==> src/rtl/uart_tx_param.sv <==
// Parametrised UART transmitter: LSB-first frames, optional parity, 1-2 stop bits, internal baud divider.
// Line lags the accepting edge by one cycle; tx_ready low while a frame is in flight (or FIFO full with UART_TX_FIFO_EN).
module uart_tx_param #(
  parameter int DATA_BITS    = 8,
  parameter int CLKS_PER_BIT = 16,
  parameter int PARITY_MODE  = 1,
  parameter int STOP_BITS    = 1,
  parameter int FIFO_DEPTH   = 4
) (
  input  logic                          clk_sis,
  input  logic                          rst,
  input  logic                          tx_valid,
  input  logic [DATA_BITS-1:0]          tx_data,
  output logic                          tx_ready,
  output logic                          tx2,
  output logic                          busy,
  output logic [$clog2(FIFO_DEPTH):0]   fifo_count
);

  localparam int CW = $clog2(CLKS_PER_BIT);
  localparam int BW = $clog2(DATA_BITS);

  generate
    if (DATA_BITS < 5 || DATA_BITS > 9) begin : g_bad_data_bits
      $error("uart_tx_param: DATA_BITS must be 5..9");
    end
    if (CLKS_PER_BIT < 2) begin : g_bad_clks_per_bit
      $error("uart_tx_param: CLKS_PER_BIT must be >= 2");
    end
    if (PARITY_MODE < 0 || PARITY_MODE > 2) begin : g_bad_parity_mode
      $error("uart_tx_param: PARITY_MODE must be 0, 1 or 2");
    end
    if (STOP_BITS < 1 || STOP_BITS > 2) begin : g_bad_stop_bits
      $error("uart_tx_param: STOP_BITS must be 1 or 2");
    end
  endgenerate

  typedef enum logic [2:0] {IDLE, START, DATA, PARITY, STOP} state_t;

  state_t                state, state_nx;
  logic [CW-1:0]         baud_cnt;
  logic [BW-1:0]         bit_cnt;
  logic [DATA_BITS-1:0]  shift;
  logic                  par_bit;
  logic                  bit_end;
  logic                  word_avail;
  logic                  load;
  logic [DATA_BITS-1:0]  load_word;
  logic                  line_nx;

`ifdef UART_TX_FIFO_EN
  localparam int PW = $clog2(FIFO_DEPTH);

  generate
    if (FIFO_DEPTH < 2 || (FIFO_DEPTH & (FIFO_DEPTH - 1)) != 0) begin : g_bad_fifo_depth
      $error("uart_tx_param: FIFO_DEPTH must be a power of two >= 2");
    end
  endgenerate

  logic [DATA_BITS-1:0] mem [FIFO_DEPTH];
  logic [PW-1:0]        wr_ptr, rd_ptr;
  logic [PW:0]          count;
  logic                 push;

  assign tx_ready   = (count < (PW+1)'(FIFO_DEPTH));
  assign push       = tx_valid && tx_ready;
  assign word_avail = (count != '0);
  assign load_word  = mem[rd_ptr];
  assign fifo_count = count;

  // Storage needs no reset: the pointers and count define what is valid.
  always_ff @(posedge clk_sis) begin
    if (push) begin
      mem[wr_ptr] <= tx_data;
    end
  end

  always_ff @(posedge clk_sis or posedge rst) begin
    if (rst) begin
      wr_ptr <= '0;
      rd_ptr <= '0;
      count  <= '0;
    end else begin
      if (push) begin
        wr_ptr <= wr_ptr + 1'b1;
      end
      if (load) begin
        rd_ptr <= rd_ptr + 1'b1;
      end
      case ({push, load})
        2'b10:   count <= count + 1'b1;
        2'b01:   count <= count - 1'b1;
        default: count <= count;
      endcase
    end
  end
`else
  assign tx_ready   = (state == IDLE);
  assign word_avail = tx_valid && tx_ready;
  assign load_word  = tx_data;
  assign fifo_count = '0;
`endif

  assign bit_end = (baud_cnt == CW'(CLKS_PER_BIT - 1));
  assign busy    = (state != IDLE);

  always_comb begin
    state_nx = state;
    load     = 1'b0;
    unique case (state)
      IDLE: begin
        if (word_avail) begin
          state_nx = START;
          load     = 1'b1;
        end
      end
      START: begin
        if (bit_end) state_nx = DATA;
      end
      DATA: begin
        if (bit_end && bit_cnt == BW'(DATA_BITS - 1)) begin
          state_nx = (PARITY_MODE != 0) ? PARITY : STOP;
        end
      end
      PARITY: begin
        if (bit_end) state_nx = STOP;
      end
      STOP: begin
        if (bit_end && bit_cnt == BW'(STOP_BITS - 1)) begin
          if (word_avail) begin
            state_nx = START;
            load     = 1'b1;
          end else begin
            state_nx = IDLE;
          end
        end
      end
      default: state_nx = IDLE;
    endcase
  end

  // Line level follows the current state, so tx2 lags the state register by one cycle.
  always_comb begin
    line_nx = 1'b1;
    unique case (state)
      START:   line_nx = 1'b0;
      DATA:    line_nx = shift[0];
      PARITY:  line_nx = par_bit;
      default: line_nx = 1'b1;
    endcase
  end

  always_ff @(posedge clk_sis or posedge rst) begin
    if (rst) begin
      state    <= IDLE;
      baud_cnt <= '0;
      bit_cnt  <= '0;
      shift    <= '0;
      par_bit  <= 1'b0;
      tx2      <= 1'b1;
    end else begin
      state <= state_nx;
      tx2   <= line_nx;
      if (load) begin
        baud_cnt <= '0;
        bit_cnt  <= '0;
        shift    <= load_word;
        par_bit  <= (PARITY_MODE == 2) ? ~^load_word : ^load_word;
      end else if (state != IDLE) begin
        baud_cnt <= bit_end ? '0 : baud_cnt + 1'b1;
        if (bit_end) begin
          if (state == DATA) begin
            shift <= shift >> 1;
          end
          if (state_nx != state) begin
            bit_cnt <= '0;
          end else if (state == DATA || state == STOP) begin
            bit_cnt <= bit_cnt + 1'b1;
          end
        end
      end
    end
  end

endmodule
==> config.mk <==
export PLATFORM = sky130hd
export DESIGN_NAME = uart_tx_param
export DESIGN_NICKNAME = d
export VERILOG_FILES = /design/src/rtl/uart_tx_param.sv
export SDC_FILE = /design/constraint.sdc
export NUM_CORES = 1
export LEC_CHECK = 0
export ABC_CLOCK_PERIOD_IN_PS = 4330
export CAP_MARGIN = 15
export CORE_ASPECT_RATIO = 2
export CORE_MARGIN = 5
export CORE_UTILIZATION = 30
export CTS_BUF_LIST = sky130_fd_sc_hd__clkbuf_8
export CTS_CLUSTER_SIZE = 24
export DETAILED_ROUTE_END_ITERATION = 10
export DONT_BUFFER_PORTS = 1
export PLACE_DENSITY = 0.47
export SLEW_MARGIN = 10
export SYNTH_ARGS = -nofsm -noshare
export SYNTH_HDL_FRONTEND = slang
export SYNTH_SLANG_ARGS = --single-unit
==> constraint.sdc <==
create_clock -name clk_sis -period 4.33 [get_ports clk_sis]
set_clock_uncertainty 0.2 [all_clocks]
set_input_delay 0 -clock clk_sis [delete_from_list [all_inputs] [get_ports clk_sis]]
set_output_delay 0 -clock clk_sis [all_outputs]
set_load 0.01 [all_outputs]
Word-level counts from Yosys, hierarchy flattened:

Cells that the tools add are included.

* bits in registers: 20
* input bits: 11
* word-level logic and storage cells: 52

* mux-type cells: 23
* add/subtract/negate cells: 2
* equality and inequality tests: 7
* reductions and logical operators: 14

Operators by type and width (number)
* $mux W8: 4
* $mux W3: 10
* $pmux W3 S5: 1
* $mux W4: 3
* $reduce_xor A8 Y1: 1
* $eq A3 B2 Y1 const B: 2
* $eq A3 B3 Y1 const B: 2
* $logic_not A3 Y1: 2
* $reduce_and A3 Y1: 2
* $reduce_bool A2 Y1: 3
* $reduce_bool A3 Y1: 2
* $add A4 B1 Y4 const B: 1
* $eq A4 B4 Y1 const B: 1
* $add A3 B1 Y3 const B: 1
* $eq A3 B1 Y1 const B: 1
* $logic_and A1 B1 Y1: 3
* $mux W1: 3
* $ne A3 B3 Y1: 1
* $pmux W1 S3: 1
* $pmux W1 S2: 1
* $logic_or A1 B1 Y1: 1

Logic depth before layout (Yosys ltp):

Gate-level depths: netlist (run 1).

* word-level depth: 10
* gate-level depth with buffers: 6
* mapped depth without buffers: 6

Worst setup path before layout (run 1):

Ideal clock, no wire load.

* path type: reg-to-reg
* start: register state[0]
* end: register shift[0]
* buffers on the path: 2
* data required time: 4.011 ns
* arrival time: 1.361 ns
* setup time: 0.119 ns
* setup slack: 2.650 ns
* cell stages (with the launch flop): 7
* cell sequence: dfrtp_1 > buf_6 > nor3_4 > and2_4 > buf_12 > mux2i_1 > o21ai_2

* word-level cells in the longest chain between the ends: 7

RTL lines
* start, declared: line 40 `state_t state, state_nx;`
* start signal, assigned: line 162 `state <= state_nx;`
* $logic_not A3 Y1 (*): line 98 `assign tx_ready = (state == IDLE);`
* named net tx_ready: line 14 `output logic tx_ready,`
* $logic_and A1 B1 Y1: line 99 `assign word_avail = tx_valid && tx_ready;`
* $mux W1: line 112, 130
* $mux W1: line 129 `if (bit_end && bit_cnt == BW'(STOP_BITS - 1)) begin`
* $pmux W1 S2 (*): line 110 `unique case (state)`
* $reduce_bool A2 Y1 (no source line)
* $reduce_and A3 Y1 (no source line)
* end signal, assigned: line 167 `shift <= load_word;`
* end signal, assigned: line 173 `shift <= shift >> 1;`
* end, declared: line 43 `logic [DATA_BITS-1:0] shift;`

The timed path passes the listed nets; every way through them passes the cells marked *.
A chain may end at the register's enable or synchronous reset.

Worst setup path in the final report (run 1):

* start: register baud_cnt[0]
* end: register shift[7]

* word-level cells in the longest chain between the ends: 6

RTL lines
* start, declared: line 41 `logic [CW-1:0] baud_cnt;`
* start signal, assigned: line 170 `baud_cnt <= bit_end ? '0 : baud_cnt + 1'b1;`
* $eq A4 B4 Y1 (*): line 104 `assign bit_end = (baud_cnt == CW'(CLKS_PER_BIT - 1));`
* $logic_and A1 B1 Y1: line 129
* $mux W1: line 129
* $pmux W1 S2: line 110
* $reduce_bool A2 Y1 (no source line)
* $reduce_and A3 Y1 (no source line)

Mark *: on every way between the ends. The rest lies on a longest branch, timed or not.

==> results of run 1 <==
## routing by layer
metal,track usage,wire length [µm]
met5,0,0
met4,0.0413,40
met3,0.0215,94
met2,0.186,1310
met1,0.106,811
## cell usage after synthesis, drive strengths merged
cell type  instances
dfrtp             19
nand2             13
o21ai             12
xnor2              8
buf                7
inv                7
mux2i              7
nor2               5
ha                 4
a22o               3
nand3              3
nor3               3
a21oi              2
nand2b             2
nand4              2
a211o              1
a21boi             1
a31oi              1
and2               1
and3               1
conb               1
dfstp              1
mux2               1
nand3b             1
nor3b              1
o211a              1
o211ai             1
o311ai             1
o31ai              1
## sequential cells by signal, indices dropped and copies added (netlist names)
register	cells
shift	8
tx2	1
baud_cnt	4
state	3
bit_cnt	3
par_bit	1
## timing repair
| item | 4_1_cts | 5_1_grt |
|---|---|---|
| hold buffers | 11 | 0 |
| endpoints found under the hold margin | 33 | 0 |
| setup endpoints to repair | 0 | 0 |
## final cells by class
type                            count  area (µm²)
Clock buffer                        3        41.3
Clock inverter                      1        3.75
Fill cell                         386        2360
Inverter                            7        26.3
Multi-Input combinational cell     79         541
Sequential cell                    20         502
Tap cell                           49        61.3
Timing Repair Buffer               11         110
## final timing paths
path,start,endpoint,slack [ps],cells after the start
setup / recovery,baud_cnt[0],shift[7],1860,5
hold / removal,rst,shift[3],120,2
setup reg to reg,baud_cnt[0],shift[7],1860,5
hold reg to reg,shift[6],shift[6],300,2
max in group asynchronous,rst,shift[7],3330,2
min in group clk_sis,shift[6],shift[6],300,2
## worst max-delay path: cells and delay by family (launching register included)
family / cells / cell delay [ps]
adders and majority gates: 1 / 240
and+or+nand+nor: 1 / 140
DFF: 1 / 400
buffers and inverters: 1 / 550
AOI/OAI and AO/OA: 2 / 820
## where the power goes
part           internal, mW  switching [mW]
sequential            0.259          0.0650
combinational        0.0987           0.108
clock                0.0630          0.0602
total                 0.421           0.233
## per-stage QoR
stage | setup slack [ps] | instances | instance area [µm²] | hold slack, ps | util
floorplan | 2650 | 113 | 1140 | -237 | -
global placement | 2470 | 155 | 1130 | -115 | 0.310
detailed placement | 2420 | 155 | 1130 | -114 | 0.310
CTS | 1860 | 170 | 1280 | 172 | 0.352
global route | 1700 | 170 | 1280 | 218 | 0.352
finish | 1860 | 170 | 1280 | 120 | 0.352
## cells by family (layout without fill, tap and decap cells)
logic type | count (synthesis) | in the layout | share of synthesized area
buf+inv | 14 | 22 | 0.0852
fa+ha+maj | 4 | 4 | 0.0442
xor+xnor | 8 | 8 | 0.0619
compound gates | 24 | 24 | 0.145
mux | 8 | 8 | 0.0719
flops | 20 | 20 | 0.444
simple gates | 32 | 32 | 0.145
other cells | 1 | 3 | 0.00332
==> reports/metrics.yaml, run 1 <==
run_status: "complete, no violations"
die_area_um2: 5170
timing.final.max_slew_violations: 0
clockBufferDepth: 2
cp_slowest_stage_delay_ps: 550
ws_path_type: "flip-flop to flip-flop"
grt_pass1_wl_um: 4010
maximum_number_of_pins_on_one_net_before_global_route_repair: 21
design_power_total_mw: 0.654
period_share: 0.570
crit_required_ps: 4270
post_synth_num_cell_types: 35
grtUsageTotal: 0.103
drv_cap: 0
synth.yosys.seq_area_share: 0.444
ant_nets: 0
syn-mean-instance-area_um2: 10.2
timing.final.hold_violations: 0
leading_cell_types_by_total_area_after_synthesis: "sky130_fd_sc_hd__dfrtp_1, sky130_fd_sc_hd__mux2i_1, sky130_fd_sc_hd__xnor2_1"
post_cts.resized_instances: 0
p_leak_nw: 0.527
clk-insertion-delay-late_ps: 250
fmaxAchievable_mhz: 406
drt_drc_violations_left: 0
syn_to_final_growth_pct: 13.6
die-height_um: 96.8
antenna_found_initial: 0
critical_path.max_fanout: 15
tns_ps: 0
drt-total-wl_um: 2260
drt-vias-per-instance: 4.83
cp.arrival_ps: 2400
vdd_drop_max_mv: 0.245
cp_slowest_cell: "sky130_fd_sc_hd__dlygate4sd3_1"
mostFrequentLayoutCells: "sky130_fd_sc_hd__dfrtp_1, sky130_fd_sc_hd__nand2_1, sky130_fd_sc_hd__dlygate4sd3_1"
io_buffers: 0
syn-cell-area_um2: 1130
vias: 821
final_net_count: 137
tritoncts.num_buffers: 3
cts_tree: "built"
effective_utilization_at_floorplan: 0.310
critPathCaptureType: "flip-flop"
synth_warn: 0
cts.reportedPaths.clkPinSlew_ps: 70
worst_setup_path_start_kind: "flip-flop"
timing.slew.headroom: 0.488
setup_viol_count_final: 0
core_region_area_um2: 3650
final_layout_size_suffix_gt1_frac: 0.0826
grt_setup_unrepaired: "false"
transition_time_of_the_tightest_slew_check_pin_ps: 768
period_minus_slack_ps: 2470
dr.first_iter.drc_count: 13
drt_wl_cell_um: 13.3
io_pins: 17
hold_path.class: "primary input to async pin"
die_wd_um: 53.4
final_common_cell: "sky130_fd_sc_hd__dfrtp_1"
drt_pre_antenna_iters: 3
synth_cells: 111
grt_overflow_total: 0
worstPathCellList: "ha_1, nand4_1, a211o_1, a22o_1, dlygate4sd3_1"
cts_setup_buffers: 0
synth.largest_area_cell: "sky130_fd_sc_hd__dfrtp_1"
globalplace.congestion: 0.755
std_cell_rows: 31
clock-sinks: 20
power.density_cell_area_nw_per_um2: 509
antenna_cells_inserted: 0
cts_root_buffer_type: "sky130_fd_sc_hd__clkbuf_8"
htreeDepth: 1
post-dp-hpwl_um: 1650
first_global_vias: 875
portion_of_synthesized_cell_area_occupied_by_the_leading_cell_type: 0.420
postSynthRegisterBits: 20
Note: power is estimated with default switching activity, not from simulation.
==> run 2: changes to the inputs <==
- ABC_CLOCK_PERIOD_IN_PS: 4330 -> 2400
- clock period: 4.33 -> 2.4 ns (I/O delays scaled with it)
==> reports/metrics.yaml, run 2 (same netlist as run 1, synthesis figures left out) <==
drv_cap: 0  # unchanged
clock-sinks: 20  # unchanged
antenna_found_initial: 0  # unchanged
drt-total-wl_um: 2140  # -5.3%
vias: 808  # -1.6%
timing.slew.headroom: 0.494  # +0.00651
tns_ps: 0  # unchanged
tritoncts.num_buffers: 3  # unchanged
crit_required_ps: 2350  # -1920 ps
clockBufferDepth: 2  # unchanged
maximum_number_of_pins_on_one_net_before_global_route_repair: 21  # unchanged
largest_reg_flops: 8  # unchanged
final.setup.worst_slack_ps: 482  # -1380 ps
period_share: 0.799  # +0.230
cts_tree: "built"
largest_registers: "shift x8, baud_cnt x4"
die_area_um2: 5170  # unchanged
critPathCaptureType: "flip-flop"
globalplace.congestion: 0.751  # -0.53%
die-height_um: 96.8  # unchanged
worst_setup_path_start_kind: "flip-flop"
io_pins: 17  # unchanged
final_net_count: 136  # -0.73%
io_buffers: 0  # unchanged
hold_path.class: "primary input to async pin"
drt_wl_cell_um: 12.7  # -4.7%
transition_time_of_the_tightest_slew_check_pin_ps: 758  # -9.76 ps
final_layout_size_suffix_gt1_frac: 0.0917  # +0.00902
power.density_cell_area_nw_per_um2: 929  # +83%
std_cell_rows: 31  # unchanged
ws_path_type: "flip-flop to flip-flop"
fmaxAchievable_mhz: 521  # +29%
htreeDepth: 1  # unchanged
dr.first_iter.drc_count: 20  # +7
final_common_cell: "sky130_fd_sc_hd__dfrtp_1"
largest_register: "shift"
grt_setup_unrepaired: "false"
pre_cts_slack_ps: 494  # -1920 ps
cts_root_buffer_type: "sky130_fd_sc_hd__clkbuf_8"
timing.final.max_slew_violations: 0  # unchanged
antenna_cells_inserted: 0  # unchanged
post-dp-hpwl_um: 1630  # -1.2%
timing.final.hold_violations: 0  # unchanged
vdd_drop_max_mv: 0.363  # +48%
cp.arrival_ps: 1860  # -540 ps
core_region_area_um2: 3650  # unchanged
drt_pre_antenna_iters: 4  # +1
grt_overflow_total: 0  # unchanged
ant_nets: 0  # unchanged
critical_path.max_fanout: 15  # unchanged
cts.reportedPaths.clkPinSlew_ps: 70  # about the same
p_leak_nw: 0.524  # -0.63%
first_global_vias: 844  # -3.5%
setup_viol_count_final: 0  # unchanged
grtUsageTotal: 0.101  # -0.00207
effective_utilization_at_floorplan: 0.310  # unchanged
drt_drc_violations_left: 0  # unchanged
clk-insertion-delay-late_ps: 250  # about the same
grt_pass1_wl_um: 3880  # -3.1%
cts_setup_buffers: 0  # unchanged
run_status: "complete, no violations"
drt-vias-per-instance: 4.78  # -1.0%
period_minus_slack_ps: 1920  # -548 ps
die_wd_um: 53.4  # unchanged
mostFrequentLayoutCells: "sky130_fd_sc_hd__dfrtp_1, sky130_fd_sc_hd__nand2_1, sky130_fd_sc_hd__dlygate4sd3_1"
syn_to_final_growth_pct: 13.6  # unchanged
run 2: cell types whose count changed in the layout (fill, tap and decap cells not counted):
| cell | before | now |
|---|---|---|
| sky130_fd_sc_hd__clkbuf_8 | 3 | 4 |
| sky130_fd_sc_hd__dlygate4sd3_1 | 11 | 10 |
| sky130_fd_sc_hd__inv_1 | 8 | 7 |
run 2: power breakdown:
| group | switching [mW] | internal [mW] |
|---|---|---|
| clock network | 0.109 | 0.146 |
| registers | 0.115 | 0.467 |
| logic | 0.190 | 0.167 |
run 2: final timing paths:
check,from,end,slack [ps],cells after the start
max in group asynchronous,rst,state[2],1410,2
max reg2reg,baud_cnt[0],shift[7],480,4
min in group clk_sis,tx_data[7],shift[7],280,2
min reg2reg,shift[0],shift[0],290,2
min,rst,shift[1],120,2
max,baud_cnt[0],shift[7],480,4
run 2: timing repair:
action | in CTS | in global routing
hold buffers | 10 | 0
resized for setup | 0 | 0
endpoints found under the hold margin | 33 | 0
run 2: layout make-up:
class / instances / area [µm²]
Clock buffer: 4 / 55.1
Fill cell: 398 / 2360
Sequential cell: 20 / 502
Inverter: 7 / 26.3
Multi-Input combinational cell: 79 / 541
Timing Repair Buffer: 10 / 100
Tap cell: 49 / 61.3
run 2: layer usage:
layer | track usage | routed length [µm]
met1 | 0.118 | 795
met2 | 0.166 | 1190
met3 | 0.0169 | 121
met4 | 0.0531 | 29
met5 | 0 | 0
run 2: per-stage QoR:
stage	instances	area, µm²	hold WS, ps	power [mW]	utilization
6_report	169	1280	117	1.19	0.352
5_1_grt	169	1280	208	1.31	0.352
4_1_cts	169	1280	168	1.21	0.352
3_5_place_dp	155	1130	-106	0.938	0.310
3_3_place_gp	155	1130	-116	0.932	0.310
2_1_floorplan	113	1140	-237	0.866	-
run 2: critical path, cell delays in order (launching register included):
cell                      delay, ps
sky130_fd_sc_hd__dfrtp_1        400
sky130_fd_sc_hd__ha_1           240
sky130_fd_sc_hd__nand4_1        150
sky130_fd_sc_hd__a211o_1        520
sky130_fd_sc_hd__a22o_1         300
==> run 3: changes to the inputs <==
- ABC_CLOCK_PERIOD_IN_PS: 2400 -> 1550
- PLACE_DENSITY: 0.47 -> 0.48
- clock period: 2.4 -> 1.55 ns (I/O delays scaled with it)
==> reports/metrics.yaml, run 3 (same netlist as run 1, synthesis figures left out) <==
setup_viol_count_final: 10  # +10
p_leak_nw: 0.665  # +27%
timing.final.max_slew_violations: 0  # unchanged
clk-insertion-delay-late_ps: 270  # +20 ps
grt.met3_usage: 0.0200  # +0.00308
final.setup.worst_slack_ps: -79.9  # -562 ps
antenna_cells_inserted: 0  # unchanged
tritoncts.num_buffers: 3  # unchanged
cts.reportedPaths.clkPinSlew_ps: 80  # about the same
post-dp-hpwl_um: 1910  # +17%
antenna_found_initial: 0  # unchanged
effective_utilization_at_floorplan: 0.310  # unchanged
instances_no_fill: 195  # +15%
final_net_count: 162  # +19%
fmaxAchievable_mhz: 614  # +18%
dr.first_iter.drc_count: 13  # -35%
crit_required_ps: 1510  # -840 ps
grt_setup_unrepaired: "true"
mostFrequentLayoutCells: "sky130_fd_sc_hd__buf_4, sky130_fd_sc_hd__dfrtp_1, sky130_fd_sc_hd__dlygate4sd3_1"
period_share: 1.05  # +0.252
utilization: 0.441  # +0.0889
tns_ps: -378  # -378 ps
cts_tree: "built"
die_area_um2: 5170  # unchanged
final.hold.worst_slack_ps: -1.43  # -118 ps
final_common_cell: "sky130_fd_sc_hd__buf_4"
seq_area_um2: 505  # +0.75%
largest_registers: "shift x8, baud_cnt x4"
worst_setup_path_start_kind: "flip-flop"
drt_drc_violations_left: 0  # unchanged
hold_path.class: "primary input to async pin"
syn_to_final_growth_pct: 42.3
maximum_number_of_pins_on_one_net_before_global_route_repair: 21  # unchanged
m2_gr_usage: 0.209  # +0.0435
violations: "negative hold slack, negative setup slack"
grtUsageTotal: 0.114  # +0.0134
cp.arrival_ps: 1590  # -270 ps
power.density_cell_area_nw_per_um2: 1420  # +53%
drv_cap: 0  # unchanged
ant_nets: 0  # unchanged
global_route.peak_usage_layer: "met2"
period_minus_slack_ps: 1630  # -288 ps
clockBufferDepth: 2  # unchanged
met1_usage: 0.109  # -0.00892
largest_register: "shift"
htreeDepth: 1  # unchanged
die-height_um: 96.8  # unchanged
timing.final.hold_violations: 4  # +4
drt-total-wl_um: 2760  # +29%
drt_wl_cell_um: 14.1  # +12%
first_global_vias: 971  # +15%
die_wd_um: 53.4  # unchanged
multiInputGateArea_um2: 636  # +18%
final_layout_size_suffix_gt1_frac: 0.418  # +0.326
critical_path.max_fanout: 3  # -12
grt_overflow_total: 0  # unchanged
drt_pre_antenna_iters: 4  # unchanged
ws_path_type: "flip-flop to flip-flop"
clock-sinks: 20  # unchanged
vdd_drop_max_mv: 0.805  # +120%
largest_reg_flops: 8  # unchanged
grt_pass1_wl_um: 4370  # +12%
std_cell_rows: 31  # unchanged
placedCellCount: 175  # +13%
vias: 925  # +14%
critPathCaptureType: "flip-flop"
globalplace.congestion: 0.814  # +8.4%
fill_cells: 393  # -1.3%
core_region_area_um2: 3650  # unchanged
run_status: "complete, but fails checks"
io_pins: 17  # unchanged
io_buffers: 0  # unchanged
cts_root_buffer_type: "sky130_fd_sc_hd__clkbuf_8"
drt-vias-per-instance: 4.74  # -0.78%
pre_cts_slack_ps: -205  # -698 ps
## run 3: changes by cell type in the layout (fill, tap and decap cells not counted), moves of 2 or more
cell                      previous run  this run
sky130_fd_sc_hd__nand2_4             0         2
sky130_fd_sc_hd__buf_4               0        20
sky130_fd_sc_hd__o21ai_2             3         6
sky130_fd_sc_hd__ha_2                0         2
sky130_fd_sc_hd__ha_1                4         1
sky130_fd_sc_hd__dfrtp_2             0         3
sky130_fd_sc_hd__nand2_1            13         5
sky130_fd_sc_hd__nand2_2             0         6
sky130_fd_sc_hd__dfrtp_1            19        16
sky130_fd_sc_hd__buf_6               0         6
sky130_fd_sc_hd__o21ai_0             5         3
## run 3: cell type report
cell class | instances | area share
sequential | 20 | 0.314
clock buffer | 4 | 0.0342
timing repair buffer | 36 | 0.198
multi-input combinational | 79 | 0.395
tap | 49 | 0.0381
inverter | 7 | 0.0210
## run 3: path summary, 6_finish.rpt
kind / from / to / slack, ps / depth (start not counted)
min in group clk_sis: tx_data[7] / shift[7] / 270 / 2
max in group asynchronous: rst / tx2 / 880 / 3
setup reg to reg: bit_cnt[1] / bit_cnt[0] / -80 / 7
hold reg to reg: shift[1] / shift[1] / 300 / 2
hold / removal: rst / shift[1] / -1 / 3
setup / recovery: bit_cnt[1] / bit_cnt[0] / -80 / 7
## run 3: what timing repair did
| item | 4_1_cts | 5_1_grt |
|---|---|---|
| hold buffers | 10 | 0 |
| endpoints found under the hold margin | 34 | 0 |
| gates resized for setup | 22 | 18 |
| cloned | 0 | 0 |
| endpoints found under the setup margin | 15 | 17 |
| pin swaps | 13 | 7 |
| buffers inserted | 5 | 1 |
## run 3: stage by stage
step | area [µm²] | total power, mW
2_1_floorplan | 1140 | 1.35
3_3_place_gp | 1280 | 1.63
3_5_place_dp | 1280 | 1.65
4_1_cts | 1550 | 2.19
5_1_grt | 1610 | 2.43
6_report | 1610 | 2.28
## run 3: report_power, final
group	internal, mW	switching (mW)
clock	0.227	0.190
combinational	0.526	0.450
sequential	0.727	0.161
total	1.48	0.801
## run 3: metal layers
layer | vias up | share of wire
met5 | - | 0
li1 | 450 | -
met4 | 0 | 0.023
met1 | 452 | 0.34
met2 | 18 | 0.61
met3 | 5 | 0.028
## run 3: critical path, cell delays in order, from the launching register on
cell and delay (ps):
sky130_fd_sc_hd__dfrtp_1 400, sky130_fd_sc_hd__buf_4 140, sky130_fd_sc_hd__inv_1 50, sky130_fd_sc_hd__ha_1 130, sky130_fd_sc_hd__nand2b_1 80, sky130_fd_sc_hd__a31oi_2 180, sky130_fd_sc_hd__nor3_2 70, sky130_fd_sc_hd__mux2_4 260
